--- src/rtl/sobel_pkg.sv ---
// Shared types and helpers for the Sobel gradient engine and the edge-map writer.
package sobel_pkg;

    typedef enum logic [1:0] {
        GX_ONLY = 2'd0,
        GY_ONLY = 2'd1,
        L1      = 2'd2,
        LMAX    = 2'd3
    } grad_mode_t;

    // Clip an unsigned magnitude to the largest value representable in out_w bits.
    function automatic logic [31:0] sat_mag(input logic [31:0] val, input int unsigned out_w);
        logic [31:0] max_v;
        max_v = (32'd1 << out_w) - 32'd1;
        return (val > max_v) ? max_v : val;
    endfunction

endpackage

--- src/rtl/sobel_kernel_comb.sv ---
// Combinational Sobel kernel: weights the six row/column differences into signed gx and gy.
module sobel_kernel_comb #(
    parameter int unsigned PIX_W = 8
) (
    input  logic signed [PIX_W:0]   dx_top_i,
    input  logic signed [PIX_W:0]   dx_mid_i,
    input  logic signed [PIX_W:0]   dx_bot_i,
    input  logic signed [PIX_W:0]   dy_left_i,
    input  logic signed [PIX_W:0]   dy_mid_i,
    input  logic signed [PIX_W:0]   dy_right_i,
    output logic signed [PIX_W+2:0] gx_o,
    output logic signed [PIX_W+2:0] gy_o
);

    function automatic logic signed [PIX_W+2:0] sext(input logic signed [PIX_W:0] v);
        return {{2{v[PIX_W]}}, v};
    endfunction

    // Centre row/column carries weight 2; PIX_W+3 bits cannot overflow.
    assign gx_o = sext(dx_top_i) + (sext(dx_mid_i) <<< 1) + sext(dx_bot_i);
    assign gy_o = sext(dy_left_i) + (sext(dy_mid_i) <<< 1) + sext(dy_right_i);

endmodule

--- src/rtl/sobel_gradient_pipe.sv ---
// Three-stage streaming Sobel engine: differences, gradients, then magnitude/edge outputs,
// with a single global advance enable for backpressure.
module sobel_gradient_pipe
    import sobel_pkg::*;
#(
    parameter int unsigned PIX_W = 8,
    parameter int unsigned OUT_W = 8,
    parameter int unsigned CNT_W = 20
) (
    input  logic                    clk_i,
    input  logic                    rst_ni,
    input  logic                    clear_i,
    input  logic                    in_valid_i,
    output logic                    in_ready_o,
    input  logic [9*PIX_W-1:0]      win_i,
    input  grad_mode_t              mode_i,
    input  logic [OUT_W-1:0]        thresh_i,
    output logic                    out_valid_o,
    input  logic                    out_ready_i,
    output logic signed [PIX_W+2:0] gx_o,
    output logic signed [PIX_W+2:0] gy_o,
    output logic [OUT_W-1:0]        mag_o,
    output logic                    edge_o,
    output logic [CNT_W-1:0]        pix_count_o
);

    localparam int unsigned DW = PIX_W + 1;
    localparam int unsigned GW = PIX_W + 3;

    logic                 en;
    logic [PIX_W-1:0]     pix [9];
    logic signed [DW-1:0] diff_d [6];
    logic signed [DW-1:0] diff_q [6];
    logic                 s1_valid_q, s2_valid_q, out_valid_q;
    grad_mode_t           s1_mode_q, s2_mode_q;
    logic [OUT_W-1:0]     s1_thresh_q, s2_thresh_q;
    logic signed [GW-1:0] gx_d, gy_d, s2_gx_q, s2_gy_q, gx_q, gy_q;
    logic [GW-1:0]        abs_x, abs_y;
    logic [GW:0]          mag_raw;
    logic [OUT_W-1:0]     mag_d, mag_q;
    logic                 edge_d, edge_q;
    logic [CNT_W-1:0]     cnt_q;

    function automatic logic signed [DW-1:0] pdiff(input logic [PIX_W-1:0] a,
                                                   input logic [PIX_W-1:0] b);
        return {1'b0, a} - {1'b0, b};
    endfunction

    function automatic logic [GW-1:0] abs_val(input logic signed [GW-1:0] v);
        return v[GW-1] ? -v : v;
    endfunction

    assign en         = !out_valid_q || out_ready_i;
    assign in_ready_o = en;

    always_comb begin
        for (int i = 0; i < 9; i++) begin
            pix[i] = win_i[i*PIX_W +: PIX_W];
        end
        diff_d[0] = pdiff(pix[2], pix[0]);
        diff_d[1] = pdiff(pix[5], pix[3]);
        diff_d[2] = pdiff(pix[8], pix[6]);
        diff_d[3] = pdiff(pix[6], pix[0]);
        diff_d[4] = pdiff(pix[7], pix[1]);
        diff_d[5] = pdiff(pix[8], pix[2]);
    end

    sobel_kernel_comb #(
        .PIX_W(PIX_W)
    ) u_kernel (
        .dx_top_i  (diff_q[0]),
        .dx_mid_i  (diff_q[1]),
        .dx_bot_i  (diff_q[2]),
        .dy_left_i (diff_q[3]),
        .dy_mid_i  (diff_q[4]),
        .dy_right_i(diff_q[5]),
        .gx_o      (gx_d),
        .gy_o      (gy_d)
    );

    always_comb begin
        abs_x   = abs_val(s2_gx_q);
        abs_y   = abs_val(s2_gy_q);
        mag_raw = '0;
        unique case (s2_mode_q)
            GX_ONLY: mag_raw = {1'b0, abs_x};
            GY_ONLY: mag_raw = {1'b0, abs_y};
            L1:      mag_raw = {1'b0, abs_x} + {1'b0, abs_y};
            LMAX:    mag_raw = (abs_x > abs_y) ? {1'b0, abs_x} : {1'b0, abs_y};
            default: mag_raw = '0;
        endcase
        mag_d  = OUT_W'(sat_mag(32'(mag_raw), OUT_W));
        edge_d = mag_d > s2_thresh_q;
    end

    // clear only kills valids; stale data behind a zero valid is harmless.
    always_ff @(posedge clk_i or negedge rst_ni) begin
        if (!rst_ni) begin
            s1_valid_q  <= 1'b0;
            s2_valid_q  <= 1'b0;
            out_valid_q <= 1'b0;
        end else if (clear_i) begin
            s1_valid_q  <= 1'b0;
            s2_valid_q  <= 1'b0;
            out_valid_q <= 1'b0;
        end else if (en) begin
            s1_valid_q  <= in_valid_i;
            s2_valid_q  <= s1_valid_q;
            out_valid_q <= s2_valid_q;
        end
    end

    always_ff @(posedge clk_i or negedge rst_ni) begin
        if (!rst_ni) begin
            for (int i = 0; i < 6; i++) begin
                diff_q[i] <= '0;
            end
            s1_mode_q   <= GX_ONLY;
            s1_thresh_q <= '0;
            s2_gx_q     <= '0;
            s2_gy_q     <= '0;
            s2_mode_q   <= GX_ONLY;
            s2_thresh_q <= '0;
            gx_q        <= '0;
            gy_q        <= '0;
            mag_q       <= '0;
            edge_q      <= 1'b0;
        end else if (en) begin
            diff_q      <= diff_d;
            s1_mode_q   <= mode_i;
            s1_thresh_q <= thresh_i;
            s2_gx_q     <= gx_d;
            s2_gy_q     <= gy_d;
            s2_mode_q   <= s1_mode_q;
            s2_thresh_q <= s1_thresh_q;
            gx_q        <= s2_gx_q;
            gy_q        <= s2_gy_q;
            mag_q       <= mag_d;
            edge_q      <= edge_d;
        end
    end

    always_ff @(posedge clk_i or negedge rst_ni) begin
        if (!rst_ni) begin
            cnt_q <= '0;
        end else if (clear_i) begin
            cnt_q <= '0;
        end else if (out_valid_q && out_ready_i) begin
            cnt_q <= cnt_q + CNT_W'(1);
        end
    end

    assign out_valid_o = out_valid_q;
    assign gx_o        = gx_q;
    assign gy_o        = gy_q;
    assign mag_o       = mag_q;
    assign edge_o      = edge_q;
    assign pix_count_o = cnt_q;

endmodule

--- config.mk ---
export PLATFORM = sky130hd
export DESIGN_NAME = sobel_gradient_pipe
export DESIGN_NICKNAME = d
export VERILOG_FILES = /design/src/rtl/sobel_pkg.sv /design/src/rtl/sobel_kernel_comb.sv /design/src/rtl/sobel_gradient_pipe.sv
export SDC_FILE = /design/constraint.sdc
export NUM_CORES = 1
export LEC_CHECK = 0
export ABC_AREA = 1
export BUFFER_PORTS_ARGS = -buffer_cell sky130_fd_sc_hd__clkbuf_2
export CAP_MARGIN = 30
export CORE_UTILIZATION = 35
export CTS_BUF_LIST = sky130_fd_sc_hd__clkbuf_2 sky130_fd_sc_hd__clkbuf_4 sky130_fd_sc_hd__clkbuf_8
export DETAILED_ROUTE_END_ITERATION = 10
export SLEW_MARGIN = 20
export SYNTH_ARGS = -nofsm -noshare
export SYNTH_HDL_FRONTEND = slang
export SYNTH_SLANG_ARGS = --single-unit
--- constraint.sdc ---
create_clock -name clk_i -period 4.1 [get_ports clk_i]
set_input_delay 0.615 -clock clk_i [delete_from_list [all_inputs] [get_ports clk_i]]
set_output_delay 0.615 -clock clk_i [all_outputs]
set_load 0.02 [all_outputs]
; Word level (Yosys, flattened, before mapping)
; Cells that the tools add are included.
; W data, S select, Z words.
[classes]
n_eq_ne = 3
mux = 13
n_reduce_logical = 6
magnitude_cmp = 3
addsub = 14
[ops]
columns = op, n
row1 = $sub A8 B8 Y9, 6
row2 = $pmux W12 S4, 1
row3 = $mux W20, 2
row4 = $mux W11, 3
row5 = $add A11 B9 Y11, 2
row6 = $add A9 B10 Y11, 2
row7 = $neg A11 Y11, 2
row8 = $add A20 B1 Y20 const B, 1
row9 = $add A11 B11 Y12, 1
row10 = $gt A12 B8 Y1 const B, 1
row11 = $gt A11 B11 Y1, 1
row12 = $gt A8 B8 Y1, 1
row13 = $mux W8, 1
row14 = $mux W1, 6
row15 = $eq A2 B2 Y1 const B, 2
row16 = $reduce_bool A2 Y1, 2
row17 = $eq A2 B1 Y1 const B, 1
row18 = $logic_not A2 Y1, 1
row19 = $logic_and A1 B1 Y1, 1
row20 = $logic_not A1 Y1, 1
row21 = $logic_or A1 B1 Y1, 1
[totals]
out_inout_bits = 53
word_cells = 59
inputBits = 87
ff_bits = 150

; Depth between registers and ports, before layout
[logic_depth]
word_depth = 8
mapped_depth = 28
ltp_nobuf = 28

; Cells and area by module
; A second synthesis with hierarchy kept.
[hier_totals]
hier_cells = 1349
area_unflattened_um2 = 10492.6
[by_module_without_submodules]
columns = module, area_each_um2, seq_area_each_um2, n_inst, cells_each
row1 = sobel_gradient_pipe, 9168.8, 3753.6, 1, 1159
row2 = sobel_kernel_comb, 1323.8, 0.0, 1, 190

; Worst setup path after synthesis
; OpenSTA, ideal clock, no wires.
[synth_timing]
path_type = flip-flop to flip-flop
from = reg s2_gx_q[0]
to = reg edge_q (netlist: edge_o)
arrival_ns = 3.455
n_path_buf = 0
setup_slack_ns = 0.519
period_less_slack_ns = 3.581
t_required_ns = 3.974
setup_ns = 0.126
path_stages_with_launch = 22
path_cell_list = dfrtp_1 -> inv_1 -> ha_1 -> inv_1 -> nor2_1 -> nand3_2 -> nor4_1 -> ha_1 -> a21o_1 -> a31oi_1 -> nand3_2 -> nand2_4 -> o21ai_1 -> o31ai_1 -> a21boi_4 -> nand3_1 -> ha_1 -> nand2_1 -> nor3_1 -> nand3_1 -> nand2_1 -> o21ai_0
[synth_via]
elab_chain_cells = 8
elab_cells_between_ends = 9
cone_classes = add/sub (2) / order compare (3) / mux (4)
[synth_rtl]
columns = element, line
row1 = start: declaration, sobel_gradient_pipe.sv:37  ; logic signed [GW-1:0] gx_d, gy_d, s2_gx_q, s2_gy_q, gx_q, gy_q;
row2 = start signal: assignment, sobel_gradient_pipe.sv:132  ; s2_gx_q <= gx_d;
row3 = $neg A11 Y11, sobel_gradient_pipe.sv:50  ; return v[GW-1] ? -v : v;
row4 = $mux W11 *, sobel_gradient_pipe.sv:50
row5 = $gt A11 B11 Y1, sobel_gradient_pipe.sv:89  ; LMAX: mag_raw = (abs_x > abs_y) ? {1'b0, abs_x} : {1'b0, abs_y};
row6 = $mux W11, sobel_gradient_pipe.sv:89
row7 = $pmux W12 S4 *, sobel_gradient_pipe.sv:85  ; unique case (s2_mode_q)
row8 = $gt A12 B8 Y1, sobel_pkg.sv:15  ; return (val > max_v) ? max_v : val;
row9 = $mux W8 *, sobel_pkg.sv:15
row10 = via mag_d[3], sobel_gradient_pipe.sv:40  ; logic [OUT_W-1:0] mag_d, mag_q;
row11 = $gt A8 B8 Y1 *, sobel_gradient_pipe.sv:93  ; edge_d = mag_d > s2_thresh_q;
row12 = end signal: assignment, sobel_gradient_pipe.sv:139  ; edge_q <= edge_d;
row13 = end: declaration, sobel_gradient_pipe.sv:41  ; logic edge_d, edge_q;
; Mark *: on every way through the listed nets, which the timed path passes. The rest lies on a longest branch.
; A chain may end at the register's enable or synchronous reset.

; Worst setup path after layout
[layout_timing]
from = reg s2_gx_q[1]
to = reg edge_q (netlist: edge_o)
; The elaborated chain is that of the path after synthesis.

==> flow_summary.json <==
{
  "relSlewSlack": 0.535,
  "r2r_setup_slack_ps": 270,
  "cp-start-kind": "flip-flop",
  "hold_depth": 3,
  "num_rows": 62,
  "total_leakage_power_nw": 6.20,
  "via_per_inst": 4.72,
  "fillers": 2938,
  "antenna_left": 0,
  "synth_cells": 1298,
  "synth-seq-cells": 150,
  "cp.buffers_inverters": 4,
  "via_count": 8714,
  "die_h_um": 173,
  "grt-ovfl-total": 0,
  "worst_pin_slew_ps": 697,
  "worst_ep_arrival_time_ps": 4200,
  "maxCapViolations": 0,
  "p_per_area_nw_per_um2": 742,
  "synth-compound-area-share": 0.142,
  "cp_max_fo": 8,
  "dieArea_um2": 30100,
  "cp.required_ps": 4470,
  "fin_crit_ps": 3830,
  "syn_avg_cell_area_um2": 7.92,
  "tns_ps": 0,
  "synth_edf_count": 0,
  "cts_tree": "built",
  "critical_path.most_common_cell": "a21oi_1",
  "drc": 0,
  "r2r-start": "s2_gx_q[1]$_DFFE_PN0P_",
  "grtUsageTotal": 0.173,
  "hp-class": "input pin to flip-flop",
  "wirelength_mm": 25.4,
  "fin_nets": 1665,
  "cts_buffer_depth": 2,
  "crit_family": "simple AND/OR/NAND/NOR gates",
  "grt_max_degree": 174,
  "r2r_cells": 25,
  "cpPeakStageDelay_ps": 350,
  "clock.fmax_mhz": 261,
  "first_global_vias": 8457,
  "cts_sinks": 150,
  "hp-start": "thresh_i[4]",
  "synth.area.top_cells": "dfrtp_1, ha_1, nand2_1, inv_1, o21ai_0",
  "core_area_um2": 28800,
  "crit_type": "flip-flop to flip-flop",
  "htree_levels": 4,
  "hold_violations": 0,
  "end_kind": "flip-flop",
  "drv_slew": 0,
  "holdPathEnd": "s1_thresh_q[4]$_DFFE_PN0P_",
  "final_cell_area_um2": 12200,
  "die_x_um": 173,
  "antenna_found_initial": 0,
  "dpl_cell_area_um2": 11500,
  "clk_latency_ps": 470,
  "synth-adder-area-share": 0.176,
  "irDropWorstVdd_mv": 0.411,
  "synth_top_cell_by_area": "dfrtp_1",
  "skew_ps": 18.5,
  "synth-main-ff-cell": "dfrtp_1",
  "grt_pass1_wl_mm": 41.9,
  "synth_mux_area_frac": 0,
  "yosysTopAreaCellShare": 0.365,
  "final_common_cell": "nand2_1",
  "synthSimpleGateAreaFrac": 0.204,
  "dp_hpwl_mm": 19.6,
  "slowest_stage": "dfrtp_1",
  "drive_gt1_frac": 0.172,
  "gp_congestion": 0.888,
  "io_pins": 140,
  "numCtsBuffers": 17,
  "drt_iter0_drc": 503,
  "start_util": 0.357,
  "synthDistinctLibCells": 46,
  "firstDrtPassIters": 5,
  "antennaDiodeCount": 0,
  "syn-cell-area_um2": 10300,
  "port_buffers": 131,
  "setup_violations": 0,
  "root_buffer": "clkbuf_8",
  "rr_endpoint": "edge_o$_DFFE_PN0P_",
  "ys_seq_area_frac": 0.365,
  "routedWlPerCell_um": 13.8,
  "clk_pin_slew_ps": 80,
  "synth_top_family_by_area": "simple AND/OR/NAND/NOR gates",
  "synth_fp_nets": 1513,
  "synthXorXnorAreaFrac": 0.0332,
  "status": "completed",
  "synth_warnings": 0,
  "timing.final.crit_share": 0.934,
  "async_reset_ff_frac": 1.00,
  "layout_common_cells": "nand2_1, inv_1, dfrtp_1, clkbuf_2, o21ai_0",
  "syn_to_final_growth_pct": 18.7
}
==> cell families after synthesis <==
family	after synthesis
simple gates	502
compound gates	262
buf+inv	217
flops	150
fa+ha+maj	128
xor+xnor	39
==> metal layers <==
metal	up-vias	GRT usage	part of all wire
li1	4530	-	-
met1	4024	0.237	0.49
met2	137	0.285	0.47
met3	23	0.0241	0.027
met4	0	0.0494	0.015
met5	-	0	0
==> cells in the mapped netlist (2+ instances only) <==
library cell / instances
nand3b_1: 2
nand3_2: 2
clkbuf_1: 22
nand3_1: 45
fa_1: 27
nand2_4: 2
o22ai_1: 4
buf_2: 5
o21bai_1: 2
o21ai_0: 130
o21ai_1: 3
or2_2: 10
a22oi_1: 2
nor2_1: 105
nand4_1: 10
xor2_1: 34
nor4_1: 3
nor3_1: 10
buf_1: 7
and2_1: 7
a31oi_1: 11
o21a_1: 5
dfrtp_1: 150
inv_1: 181
ha_1: 101
o31ai_1: 17
xnor2_1: 5
nand2_2: 3
a21oi_1: 73
a22o_1: 6
nand2_1: 298
o211ai_1: 2
==> worst register-to-register path: stages (launching register included) <==
cell     delay [ps]
dfrtp_1         350
inv_1            60
ha_1            200
inv_1           100
nor2_4           50
a21oi_1         250
xor2_1          320
ha_1            330
inv_1            70
a21oi_1          50
o21ai_0         140
nand2_1          80
nand3_2          90
nand2_4          90
nand2_4          80
nand2_2          80
a21oi_1         130
nand3_1         150
nand2_4         160
nand3_2          90
ha_1            310
nand2_1         100
buf_4           150
nor2_1           90
a21oi_1          70
o21ai_0         160
==> through the flow <==
stage | instances | total power, mW | setup slack, ps | hold WS, ps | utilization
floorplan | 1298 | 5.73 | 519 | 319 | -
global placement | 1807 | 7.39 | 147 | 462 | 0.401
detailed placement | 1807 | 7.45 | 92.4 | 463 | 0.401
CTS | 1839 | 8.70 | 44.2 | 246 | 0.415
global route | 1847 | 9.95 | -23.3 | 327 | 0.424
finish | 1847 | 9.05 | 272 | 359 | 0.424
==> where the power goes <==
part / total, mW / internal [mW] / switching (mW)
Combinational: 5.64 / 2.27 / 3.37
Sequential: 2.20 / 1.87 / 0.335
Clock: 1.21 / 0.639 / 0.573
Total: 9.05 / 4.77 / 4.28
==> worst max path at each step <==
stage	depth (start not counted)	slack (ps)	start	endpoint
floorplan	21	520	s2_gx_q[0]$_DFFE_PN0P_	edge_o$_DFFE_PN0P_
global placement	26	150	s2_gx_q[0]$_DFFE_PN0P_	edge_o$_DFFE_PN0P_
detailed placement	26	90	s2_gx_q[0]$_DFFE_PN0P_	edge_o$_DFFE_PN0P_
CTS	26	40	s2_gx_q[0]$_DFFE_PN0P_	edge_o$_DFFE_PN0P_
global route	26	-20	s2_gx_q[0]$_DFFE_PN0P_	edge_o$_DFFE_PN0P_
finish	25	270	s2_gx_q[1]$_DFFE_PN0P_	edge_o$_DFFE_PN0P_
==> cell type report <==
| type | instances | area [um^2] | area share |
|---|---|---|---|
| Clock inverter | 12 | 153 | 0.0125 |
| Multi-Input combinational cell | 931 | 5880 | 0.482 |
| Clock buffer | 20 | 269 | 0.0220 |
| Tap cell | 384 | 480 | 0.0394 |
| Sequential cell | 150 | 3760 | 0.308 |
| Inverter | 183 | 687 | 0.0563 |
| Timing Repair Buffer | 167 | 980 | 0.0803 |
==> what timing repair did <==
| action | CTS | global route |
|---|---|---|
| gates resized for setup | 0 | 35 |
| buffers inserted | 0 | 6 |
| hold endpoints to repair | 0 | 12 |
| endpoints found under the setup margin | 0 | 1 |
| hold buffers | 0 | 1 |
==> registers in the layout, indices dropped and copies added, names as in the netlist, 2 cells and up <==
name,count
s2_thresh_q,8
gy_o,11
s1_mode_q,2
s1_thresh_q,8
pix_count_o,20
diff_q,54
s2_gx_q,11
s2_gy_q,11
mag_o,8
s2_mode_q,2
gx_o,11
Power figures use the tool's default switching activity.
